<file path="src/rtl/audio_pkg.sv">
// rtl/audio_pkg.sv - shared defaults and controller state type for the audio sample FIFO
// No ports: parameter defaults (sample width, clock and output rates) and state_t.
package audio_pkg;

  localparam int DEF_SAMPLE_BITS = 16;
  localparam int DEF_CLK_FREQ_HZ = 100_000_000;
  localparam int DEF_OUT_RATE_HZ = 48_000;

  typedef enum logic [1:0] {
    ST_IDLE  = 2'd0,
    ST_PRIME = 2'd1,
    ST_RUN   = 2'd2
  } state_t;

endpackage

</file>
<file path="src/rtl/audio_sample_fifo_if.sv">
// rtl/audio_sample_fifo_if.sv - sample stream bundle between decoder, FIFO and modulator
// in_sample/in_valid : decoder -> FIFO, one-cycle strobe per sample
// out_sample/out_valid : FIFO -> modulator, one-cycle strobe per output tick
// modport slave is the FIFO side, modport master the driving/observing side.
interface audio_sample_fifo_if
  import audio_pkg::*;
#(
  parameter int SAMPLE_BITS = DEF_SAMPLE_BITS
);

  logic signed [SAMPLE_BITS-1:0] in_sample;
  logic                          in_valid;
  logic signed [SAMPLE_BITS-1:0] out_sample;
  logic                          out_valid;

  modport master (
    output in_sample,
    output in_valid,
    input  out_sample,
    input  out_valid
  );

  modport slave (
    input  in_sample,
    input  in_valid,
    output out_sample,
    output out_valid
  );

endinterface

</file>
<file path="src/rtl/sample_fifo_mem.sv">
// rtl/sample_fifo_mem.sv - sample storage array, synchronous write, combinational read
// clk   : system clock
// we    : write strobe, stores wdata at waddr on the rising edge
// raddr : read address, rdata follows it combinationally
module sample_fifo_mem
  import audio_pkg::*;
#(
  parameter int DEPTH = 8,
  parameter int WIDTH = DEF_SAMPLE_BITS
) (
  input  logic                     clk,
  input  logic                     we,
  input  logic [$clog2(DEPTH)-1:0] waddr,
  input  logic signed [WIDTH-1:0]  wdata,
  input  logic [$clog2(DEPTH)-1:0] raddr,
  output logic signed [WIDTH-1:0]  rdata
);

  logic signed [WIDTH-1:0] mem [DEPTH];

  always_ff @(posedge clk) begin
    if (we) begin
      mem[waddr] <= wdata;
    end
  end

  assign rdata = mem[raddr];

endmodule

</file>
<file path="src/rtl/audio_sample_fifo.sv">
// rtl/audio_sample_fifo.sv - rate-decoupling FIFO from PWM decoder to FM modulator
// clk, rst      : system clock, synchronous active-high reset
// enable        : low flushes the FIFO and idles the controller
// clear_flags   : clears overflow/underflow (a same-cycle set wins)
// bus (slave)   : in_sample/in_valid in, registered out_sample/out_valid out
// fifo_level    : exact occupancy 0..FIFO_DEPTH
// overflow      : sticky, an input sample was dropped
// underflow     : sticky, the FIFO was empty at an output tick while running
module audio_sample_fifo
  import audio_pkg::*;
#(
  parameter int CLK_FREQ_HZ = DEF_CLK_FREQ_HZ,
  parameter int OUT_RATE_HZ = DEF_OUT_RATE_HZ,
  parameter int SAMPLE_BITS = DEF_SAMPLE_BITS,
  parameter int FIFO_DEPTH  = 8
) (
  input  logic                        clk,
  input  logic                        rst,
  input  logic                        enable,
  input  logic                        clear_flags,
  audio_sample_fifo_if.slave          bus,
  output logic [$clog2(FIFO_DEPTH):0] fifo_level,
  output logic                        overflow,
  output logic                        underflow
);

  localparam int DIV   = CLK_FREQ_HZ / OUT_RATE_HZ;
  localparam int CNT_W = (DIV > 1) ? $clog2(DIV) : 1;
  localparam int PTR_W = $clog2(FIFO_DEPTH);
  localparam int LVL_W = PTR_W + 1;

  localparam logic [CNT_W-1:0] CNT_LAST = CNT_W'(DIV - 1);
  localparam logic [LVL_W-1:0] LVL_FULL = LVL_W'(FIFO_DEPTH);
  localparam logic [LVL_W-1:0] LVL_HALF = LVL_W'(FIFO_DEPTH / 2);

  state_t                        state;
  state_t                        state_next;
  logic [CNT_W-1:0]              rate_cnt;
  logic [PTR_W-1:0]              wr_ptr;
  logic [PTR_W-1:0]              rd_ptr;
  logic signed [SAMPLE_BITS-1:0] head;
  logic                          tick;
  logic                          fifo_empty;
  logic                          fifo_full;
  logic                          do_pop;
  logic                          do_push;
  logic                          set_ovf;
  logic                          set_udf;

  sample_fifo_mem #(
    .DEPTH (FIFO_DEPTH),
    .WIDTH (SAMPLE_BITS)
  ) u_mem (
    .clk   (clk),
    .we    (do_push),
    .waddr (wr_ptr),
    .wdata (bus.in_sample),
    .raddr (rd_ptr),
    .rdata (head)
  );

  always_ff @(posedge clk) begin
    if (rst) begin
      state <= ST_IDLE;
    end else begin
      state <= state_next;
    end
  end

  always_comb begin
    state_next = state;
    fifo_empty = (fifo_level == '0);
    fifo_full  = (fifo_level == LVL_FULL);
    tick       = enable && (rate_cnt == CNT_LAST);
    // Empty test uses the pre-edge level, so a write landing with the tick
    // is stored and the tick still counts as an underflow.
    do_pop     = (state == ST_RUN) && tick && !fifo_empty;
    set_udf    = (state == ST_RUN) && tick && fifo_empty;
    // A pop in the same cycle frees the slot the write needs.
    do_push    = enable && bus.in_valid && (!fifo_full || do_pop);
    set_ovf    = enable && bus.in_valid && fifo_full && !do_pop;

    if (!enable) begin
      state_next = ST_IDLE;
    end else begin
      case (state)
        ST_IDLE:  state_next = ST_PRIME;
        ST_PRIME: if (fifo_level >= LVL_HALF) state_next = ST_RUN;
        ST_RUN:   if (set_udf) state_next = ST_PRIME;
        default:  state_next = ST_IDLE;
      endcase
    end
  end

  always_ff @(posedge clk) begin
    if (rst) begin
      rate_cnt       <= '0;
      wr_ptr         <= '0;
      rd_ptr         <= '0;
      fifo_level     <= '0;
      bus.out_sample <= '0;
      bus.out_valid  <= 1'b0;
      overflow       <= 1'b0;
      underflow      <= 1'b0;
    end else begin
      if (!enable || tick) begin
        rate_cnt <= '0;
      end else begin
        rate_cnt <= rate_cnt + CNT_W'(1);
      end

      if (!enable) begin
        wr_ptr     <= '0;
        rd_ptr     <= '0;
        fifo_level <= '0;
      end else begin
        if (do_push) wr_ptr <= wr_ptr + PTR_W'(1);
        if (do_pop)  rd_ptr <= rd_ptr + PTR_W'(1);
        fifo_level <= fifo_level + LVL_W'(do_push) - LVL_W'(do_pop);
      end

      // The modulator sees a strobe on every tick once primed or running;
      // without a pop it simply re-uses the held sample.
      bus.out_valid <= tick && (state != ST_IDLE);
      if (do_pop) begin
        bus.out_sample <= head;
      end

      overflow  <= set_ovf | (overflow & ~clear_flags);
      underflow <= set_udf | (underflow & ~clear_flags);
    end
  end

endmodule

</file>
<file path="src/flat_wrapper.sv">
// flat-port wrapper written by rule: the top's interface ports become plain ports
module audio_sample_fifo_flat import audio_pkg::*;
#(
  parameter int CLK_FREQ_HZ = DEF_CLK_FREQ_HZ,
  parameter int OUT_RATE_HZ = DEF_OUT_RATE_HZ,
  parameter int SAMPLE_BITS = DEF_SAMPLE_BITS,
  parameter int FIFO_DEPTH  = 8
)
  (clk, rst, enable, clear_flags, fifo_level, overflow, underflow, bus_in_sample, bus_in_valid, bus_out_sample, bus_out_valid);
  audio_sample_fifo_if #(.SAMPLE_BITS(SAMPLE_BITS)) bus_i ();
  input  logic clk;
  input  logic rst;
  input  logic enable;
  input  logic clear_flags;
  output logic [$clog2(FIFO_DEPTH):0] fifo_level;
  output logic overflow;
  output logic underflow;
  input wire logic [$bits(bus_i.in_sample)-1:0] bus_in_sample;
  input wire logic [$bits(bus_i.in_valid)-1:0] bus_in_valid;
  output wire logic [$bits(bus_i.out_sample)-1:0] bus_out_sample;
  output wire logic [$bits(bus_i.out_valid)-1:0] bus_out_valid;
  assign bus_i.in_sample = bus_in_sample;
  assign bus_i.in_valid = bus_in_valid;
  assign bus_out_sample = bus_i.out_sample;
  assign bus_out_valid = bus_i.out_valid;
  audio_sample_fifo #(.CLK_FREQ_HZ(CLK_FREQ_HZ), .OUT_RATE_HZ(OUT_RATE_HZ), .SAMPLE_BITS(SAMPLE_BITS), .FIFO_DEPTH(FIFO_DEPTH)) u_core (.clk(clk), .rst(rst), .enable(enable), .clear_flags(clear_flags), .bus(bus_i), .fifo_level(fifo_level), .overflow(overflow), .underflow(underflow));
endmodule
</file>
<file path="config.mk">
export PLATFORM = sky130hd
export DESIGN_NAME = audio_sample_fifo_flat
export DESIGN_NICKNAME = d
export VERILOG_FILES = /design/src/rtl/audio_pkg.sv /design/src/rtl/audio_sample_fifo_if.sv /design/src/rtl/sample_fifo_mem.sv /design/src/rtl/audio_sample_fifo.sv /design/src/flat_wrapper.sv
export SDC_FILE = /design/constraint.sdc
export NUM_CORES = 1
export LEC_CHECK = 0
export ABC_AREA = 1
export CAP_MARGIN = 15
export CORE_MARGIN = 3
export CORE_UTILIZATION = 50
export CTS_CLUSTER_SIZE = 24
export DETAILED_ROUTE_END_ITERATION = 8
export GPL_ROUTABILITY_DRIVEN = 0
export PLACE_DENSITY = 0.76
export REMOVE_ABC_BUFFERS = 1
export SYNTH_ARGS = -nofsm -noshare
export SYNTH_HDL_FRONTEND = slang
export SYNTH_SLANG_ARGS = --single-unit
</file>
<file path="constraint.sdc">
create_clock -name clk -period 5.7 [get_ports clk]
set_clock_uncertainty 0.15 [all_clocks]
set_input_delay 1.14 -clock clk [delete_from_list [all_inputs] [get_ports clk]]
set_output_delay 1.14 -clock clk [all_outputs]
set_load 0.05 [all_outputs]
</file>
==> results.md, run 1 <==
STA:
- The slew of the pin with the lowest slew margin is 0.922 ns.
- Setup violations remaining at the end of the flow were counted as 0.
- The relative max-transition margin is 38.4%.
- Static timing analysis puts the maximum clock frequency at 0.272 GHz.
- The worst path in the final design needs a cycle of 3.68 ns, including I/O delays and setup.
- Across all hold checks on the routed design, the worst slack comes to 0.312 ns.
- The final-report max-slew violation count is 0.
- Summed over all failing endpoints, the final setup total negative slack is 0 ns.
- The worst path uses 64.5% of the clock period.
- The total count of hold-check failures in the final report is 0.
- Setup repair after global routing left no endpoint under its margin.

Floorplanning:
- The height of the die is 125 µm.
- The die is 125 µm wide.
- The placeable core region is 13600 µm².
- The floorplan has 42 rows.
- For this configuration, the core starts out at a cell density of 52.3%.
- Pin placement for this block handled 44 I/O pins.
- The floorplan step defined a die boundary enclosing 15700 µm².

GRT:
- The via count of the first global-routing pass is 4714.
- The first-pass GRT wire length is 23900 µm.
- Entering global routing, the biggest net connects 68 pins.
- The initial antenna violation count is 0.
- After global routing the overflow that remains totals 0.
- The combined global-route utilization of all metal layers is 19.6%.

Yosys:
- The main combinational cell family by area after synthesis is simple AND/OR/NAND/NOR gates.
- The xor/xnor share of the synthesized area is 0.370%.
- The multiplexer area fraction after synthesis is 0%.
- The area of the mapped netlist is 7100 µm².
- The sequential share of the synthesized area is 66.3%.
- The number of cells produced by synthesis is 669.
- The area share of and/or/nand/nor cells after synthesis is 15.3%.
- The number of different library cells used by synthesis comes to 35.
- The number of storage elements in the synthesis netlist is 171.
- The cell taking the most area after synthesis is edfxtp_1.
- After synthesis, the cell types taking the most area are edfxtp_1 (54%), dfxtp_1 (12%), nor2_1 (5.9%), nand2_1 (5.8%), o21ai_0 (5.7%).
- In this run the biggest area consumer among cell types represents 54.2% of the synthesized area.
- The total of warnings raised by yosys is 0.
- The compound-gate portion of the synthesized area is 10.1%.
- The average cell area after synthesis is 10.6 µm².
- After Yosys synthesis, full adders, half adders and majority gates account for 2.05% of the synthesized area.

Setup path:
- STA classifies the critical path endpoint as a flop.
- Walking the worst path, the cells encountered are clkdlybuf4s50_1, inv_1, nor2_1, nand4_4, nand2_4, nand2_2, nor3_2, buf_4.
- The stage delay of the slowest cell on the critical path is 0.58 ns.
- The classification of the worst setup path is input port to flop.
- The slowest library cell on the worst path is nor3_2.
- Data on the critical path is required at its endpoint by 5.69 ns.
- Across all register-to-register paths, the minimum setup slack is 2.69 ns.
- Of all nets on the critical path, the largest fanout is 22.
- The cell family contributing the most delay on the critical path is simple AND/OR/NAND/NOR gates.
- Data arrives at the worst endpoint at 3.66 ns.
- Counting both buffers and inverters, the worst setup path holds a total of 3.
- The worst setup path is launched from an input port.

CTS:
- CTS saw 171 sinks.
- The clock tree from TritonCTS is built.
- The post-cts sizing count is 0.
- The number of clock buffers inserted by TritonCTS is 17.
- The cts-stage hold buffer count is 0.
- The clock-pin slew reported for the worst setup and hold paths after clock tree synthesis is 0.06 ns.
- In this run the clock root is driven by a clkbuf_16.
- The clock passes through at most 2 buffers.
- The worst-skew pair later-pin latency is 0.43 ns.
- The H-tree generated during clock tree synthesis spans 4 levels.
- In this run the post-CTS setup repair buffer count came out at 0.

Drt:
- The average wire length per cell after detail routing is 16.4 µm.
- The first-pass iteration count of the detailed router is 5.
- The routed wire length is 14800 µm.
- In this run the remaining antenna-violating nets after routing total 0.
- The routed via count divided by cell count is 5.33.
- The routed layout has 4813 vias.
- For this block, the initial DRC count from the detailed router was 416.
- The DRC violations left is 0.

Place:
- The number of placed instances, taps included, is 871.
- The placed wire-length estimate after detailed placement is 8810 µm.
- Once placement finished, the instance area stood at 7710 µm².
- The count of buffers from port buffering is 43.

Layout:
- The antenna cell count is 0.
- The library cell used most frequently in the layout, excluding fill and tap cells, is edfxtp_1.
- The share of post-route cells with drive strength above 1 is 8.67%.
- With fillers left out, the area of the finished cells amounts to 8290 µm².
- From synthesis to final layout, the design area changed by 16.8%.
- The final layout contains 746 nets.
- The number of cells in the finished layout apart from fillers is 903.
- Leaving out fill and tap cells, the most frequent cells in the layout are edfxtp_1 (128), nor2_1 (112), nand2_1 (109).

Outcome:
- The flow ran to the end, and the final reports show no timing, DRC or antenna violations.

Power:
- Summed over all cells, the static leakage comes to 3.09 nW.
- The power density normalized to cell area is 307 nW/µm².
- The worst-case IR drop observed on VDD is 0.000287 V.

Hold path:
- The class of the tightest hold or removal check is flop to flop.

Flow run:
- The max-capacitance violation count is 0.
## worst paths after layout
check	startpoint	end	depth (start not counted)
max reg2reg	u_core.fifo_level[2]$_SDFF_PP0_	u_core.u_mem.mem[4][15]$_DFFE_PP_	10
min reg2reg	u_core.rate_cnt[0]$_SDFF_PP0_	u_core.rate_cnt[0]$_SDFF_PP0_	1
min	u_core.rate_cnt[0]$_SDFF_PP0_	u_core.rate_cnt[0]$_SDFF_PP0_	1
max	enable	u_core.u_mem.mem[4][15]$_DFFE_PP_	8
## synthesized netlist by cell type, drive strengths merged
cell type,count
a211oi,1
xor2,2
clkbuf,11
ha,10
o22ai,18
fa,1
nand2,111
a21oi,28
edfxtp,128
xnor2,1
inv,68
clkinv,1
nor3b,4
buf,17
nor3,9
and3,1
nor2,115
nand3,11
nand3b,1
o21ai,82
dfxtp,43
a31oi,1
nand4,5
## cell families (layout without fill, tap and decap cells)
group,after synthesis,count (layout)
xor gates and xnor gates,3,3
AOI/OAI and AO/OA,130,130
DFF,171,171
buffers and inverters,97,155
and+or+nand+nor,257,257
adders and majority gates,11,11
## area by class of cell
cell class                      instances  area (µm²)
Clock buffer                           19         433
Clock inverter                         13         141
Fill cell                            1071        5270
Inverter                               69         259
Multi-Input combinational cell        401        2000
Sequential cell                       171        4710
Tap cell                              176         220
Timing Repair Buffer                   54         533
## sequential cells by signal, summed over array words and instances, names as in the netlist
register	count
u_core.bus.out_sample	16
u_core.rate_cnt	12
u_core.rd_ptr	3
u_core.bus.out_valid	1
u_core.underflow	1
u_core.wr_ptr	3
u_core.state	2
u_core.overflow	1
u_core.fifo_level	4
u_core.u_mem.mem	128
## metal layers
layer	track usage, %	share of wire (%)	up-vias
met5	0	0	-
met4	8.04	2.3	0
met3	5.37	7.2	25
met2	33.0	50	158
met1	24.0	40	2276
li1	-	-	2354
## metrics by stage
stage               util (%)  power, W  setup slack (ns)
global route            61.1   0.00262              1.84
global placement        56.7   0.00144              1.65
CTS                     61.1   0.00256              1.99
finish                  61.1   0.00254              2.02
detailed placement      56.9   0.00144              1.54
floorplan                  -   0.00140              2.08
## power by group
group / internal (W) / total (W) / switching, W
combinational: 0.0000235 / 0.0000638 / 0.0000403
clock: 0.000649 / 0.00113 / 0.000478
sequential: 0.00135 / 0.00135 / 0.00000429
total: 0.00202 / 0.00254 / 0.000522
Note: power is estimated with default switching activity, not from simulation.
==> run 2: changes to the inputs <==
PLACE_DENSITY = 0.79   (was 0.76)
clock period = 3.3 ns   (was 5.7 ns; I/O delays follow)
==> run 2 against run 1 <==
Net effect: sequential share of layout area shrank 0.90 points; wire length increased by 6.3%; critical path depth grew 3; cell count is 1.8% higher; first-iteration DRC count down 1.9%; global-route usage rose by 1.2 points; critical endpoint is now u_core.fifo_level[1]$_SDFF_PP0_; highest routed layer unchanged; non-clock buffer count rose by 16.
==> results.md, run 2 (synthesis results as in run 1) <==
Outcome:
- The flow ran to the end, and the final reports show no timing, DRC or antenna violations.

Place:
- The count of buffers from port buffering is 43 (unchanged).
- The placed wire-length estimate after detailed placement is 9950 µm (+13%).
- The post-place instance area came to 7820 µm² (+1.3%).

Drt:
- The routed via count divided by cell count came to 5.37 (+0.79%).
- The DRC violations left is 0 (unchanged).
- The DRC violation total after the first TritonRoute iteration came to 408 (-1.9%).
- The first-pass iteration count of the detailed router is 5 (unchanged).
- The number of nets with antenna violations after routing is 0 (unchanged).
- The routed wire length was 15700 µm (+6.3%).
- The average wire length per cell after detail routing is 17.1 µm (+4.5%).
- The total vias in the final route was 4937 (+2.6%).

Layout:
- The most flop-heavy register is u_core.u_mem.mem.
- The design area is 8420 µm² (+1.6%).
- The layout-stage area growth over the synthesis result is 18.7%.
- The most common cell after layout, fill and taps aside is edfxtp_1.
- The number of flip-flops in the largest register is 128 (unchanged).
- The share of post-route cells with drive strength above 1 is 11.0% (+2.4 points).
- In the layout the commonest cells are edfxtp_1 (128), nor2_1 (112), nand2_1 (109).
- In the final layout, the registers with the most flip-flops are u_core.u_mem.mem (128), u_core.bus.out_sample (16), u_core.rate_cnt (12).
- The antenna cell count was 0 (unchanged).
- The fill cell total of the finished layout came to 1024 (-4.4%).
- The post-layout net count came to 762 (+2.1%).

Flow run:
- The max-capacitance violation count came to 0 (unchanged).

Setup path:
- The worst setup path is captured at a flop.
- By instance count, the cell type seen most on the critical path is inv_1.
- Walking the worst path, the cells encountered are clkdlybuf4s50_1, inv_1, nor2_1, nand4_4, inv_1, ha_1, inv_1, ha_1, fa_1, inv_1, nor2_1.
- The arrival time at the worst endpoint is 2.83 ns (-0.83 ns).
- The count of buffer and inverter cells on the critical path came to 5 (+2).
- The required time of the critical path is 3.47 ns (-2.22 ns).
- The critical-path maximum fanout is 5 (-77%).
- The register-to-register setup slack came to 0.77 ns (-1.92 ns).
- The gate family responsible for the most delay along the worst path is buffers and inverters.
- The classification of the worst setup path is input port to flop.
- The worst setup path is launched from an input port.
- On the critical path, the stage with the largest delay is an instance of clkdlybuf4s50_1.
- The stage delay of the slowest cell on the critical path is 0.53 ns (-0.05 ns).

Power:
- The static leakage came to 3.18 nW (+2.9%).
- The power density normalized to cell area came to 533 nW/µm² (+74%).
- The worst vdd rail ir drop is 0.000485 V (+69%).

CTS:
- The number of clock buffers inserted by TritonCTS came to 17 (unchanged).
- The cts-stage hold buffer count is 0 (unchanged).
- The number of setup buffers added after CTS is 0 (unchanged).
- The H-tree level count is 4 (unchanged).
- The clock-pin slew reported for the worst setup and hold paths after clock tree synthesis was 0.06 ns (about the same).
- The buffer depth of the longest clock path is 2 (unchanged).
- TritonCTS built the clock tree.
- The master cell of the clock root buffer is clkbuf_16.
- The clock sink count is 171 (unchanged).
- The worst-skew pair later-pin latency is 0.43 ns (about the same).
- The post-cts sizing count is 0 (unchanged).

STA:
- The shortest clock period the worst path allows after layout is 2.67 ns.
- The relative max-transition margin came to 50.3% (+12 points).
- The number of endpoints failing setup at the final stage is 0 (unchanged).
- The slew of the pin with the lowest slew margin is 0.745 ns (-0.177 ns).
- The total count of hold-check failures in the final report is 0 (unchanged).
- Setup repair after global routing left no endpoint under its margin.
- The upper clock frequency limit is 0.375 GHz.
- The final-report max-slew violation count is 0 (unchanged).
- The setup TNS was 0 ns (unchanged).
- The final critical path takes up 80.8% of the cycle.

Floorplanning:
- The count of boundary I/O pins is 44 (unchanged).
- The placeable core region was 13600 µm² (unchanged).
- The height of the die was 125 µm (unchanged).
- The number of placement rows is 42 (unchanged).
- The die area came to 15700 µm² (unchanged).
- The initial core utilization is 52.3% (unchanged).
- The width of the die is 125 µm (unchanged).

GRT:
- The initial antenna violation count is 0 (unchanged).
- The via count of the first global-routing pass is 4893 (+3.8%).
- The largest net degree at the start of global routing is 67 (-1.5%).
- The remaining global-route overflow was 0 (unchanged).
- The combined global-route utilization of all metal layers was 20.8% (+1.2 points).
- The first-pass GRT wire length is 25300 µm (+5.9%).

Hold path:
- The worst hold path belongs to the class flop to flop.
[run 2: cell types whose count changed in the layout (fill, tap and decap cells not counted), sizes merged]
cell / delta
inv: -1
buf: +16
bufinv: +1
[run 2: path summary, 6_finish.rpt]
check                           cells after the start                             from                               to
worst max-delay path                               11                           enable  u_core.fifo_level[1]$_SDFF_PP0_
worst min register to register                      2      u_core.underflow$_SDFF_PP0_      u_core.underflow$_SDFF_PP0_
worst max register to register                     13  u_core.fifo_level[2]$_SDFF_PP0_  u_core.fifo_level[2]$_SDFF_PP0_
worst min-delay path                                2      u_core.underflow$_SDFF_PP0_      u_core.underflow$_SDFF_PP0_
[run 2: metal layers]
metal  routed length, µm  vias to the layer above  GRT usage [%]
met4                 328                        0           7.14
met3                1020                       32           5.76
met2                8130                      181           35.7
met1                6270                     2342           25.4
li1                    -                     2382              -
met5                   0                        -              0
[run 2: layout make-up]
cell class,instances,area (µm²),share of cell area [%]
clock inverters,13,165,1.96
clock buffers,19,443,5.26
inverters,69,259,3.07
multi-input cells,401,2000,23.7
well taps,176,220,2.61
repair buffers,70,633,7.52
flip-flops and latches,171,4710,55.9
[run 2: report_power, final]
group          internal (W)  switching (W)  total [W]
combinational     0.0000426      0.0000754   0.000118
clock               0.00122       0.000821    0.00204
sequential          0.00233     0.00000808    0.00233
[run 2: worst reg2reg max path: stages (launching register included)]
cell	delay, ns
dfxtp_1	0.31
inv_1	0.11
ha_1	0.18
inv_1	0.07
nor3_4	0.18
inv_1	0.11
nand4_4	0.12
inv_1	0.11
ha_1	0.28
inv_1	0.04
ha_1	0.19
fa_1	0.38
xnor2_1	0.14
nor2_1	0.05
[run 2: through the flow]
stage	std cells	power, W	hold WS [ns]	worst slack, ns	utilization, %
2_1_floorplan	641	0.00243	0.280	-0.183	-
3_3_place_gp	887	0.00249	0.291	0.266	57.6
3_5_place_dp	887	0.00250	0.307	0.215	57.6
4_1_cts	919	0.00452	0.320	0.664	62.1
5_1_grt	919	0.00462	0.359	0.500	62.1
6_report	919	0.00449	0.321	0.634	62.1
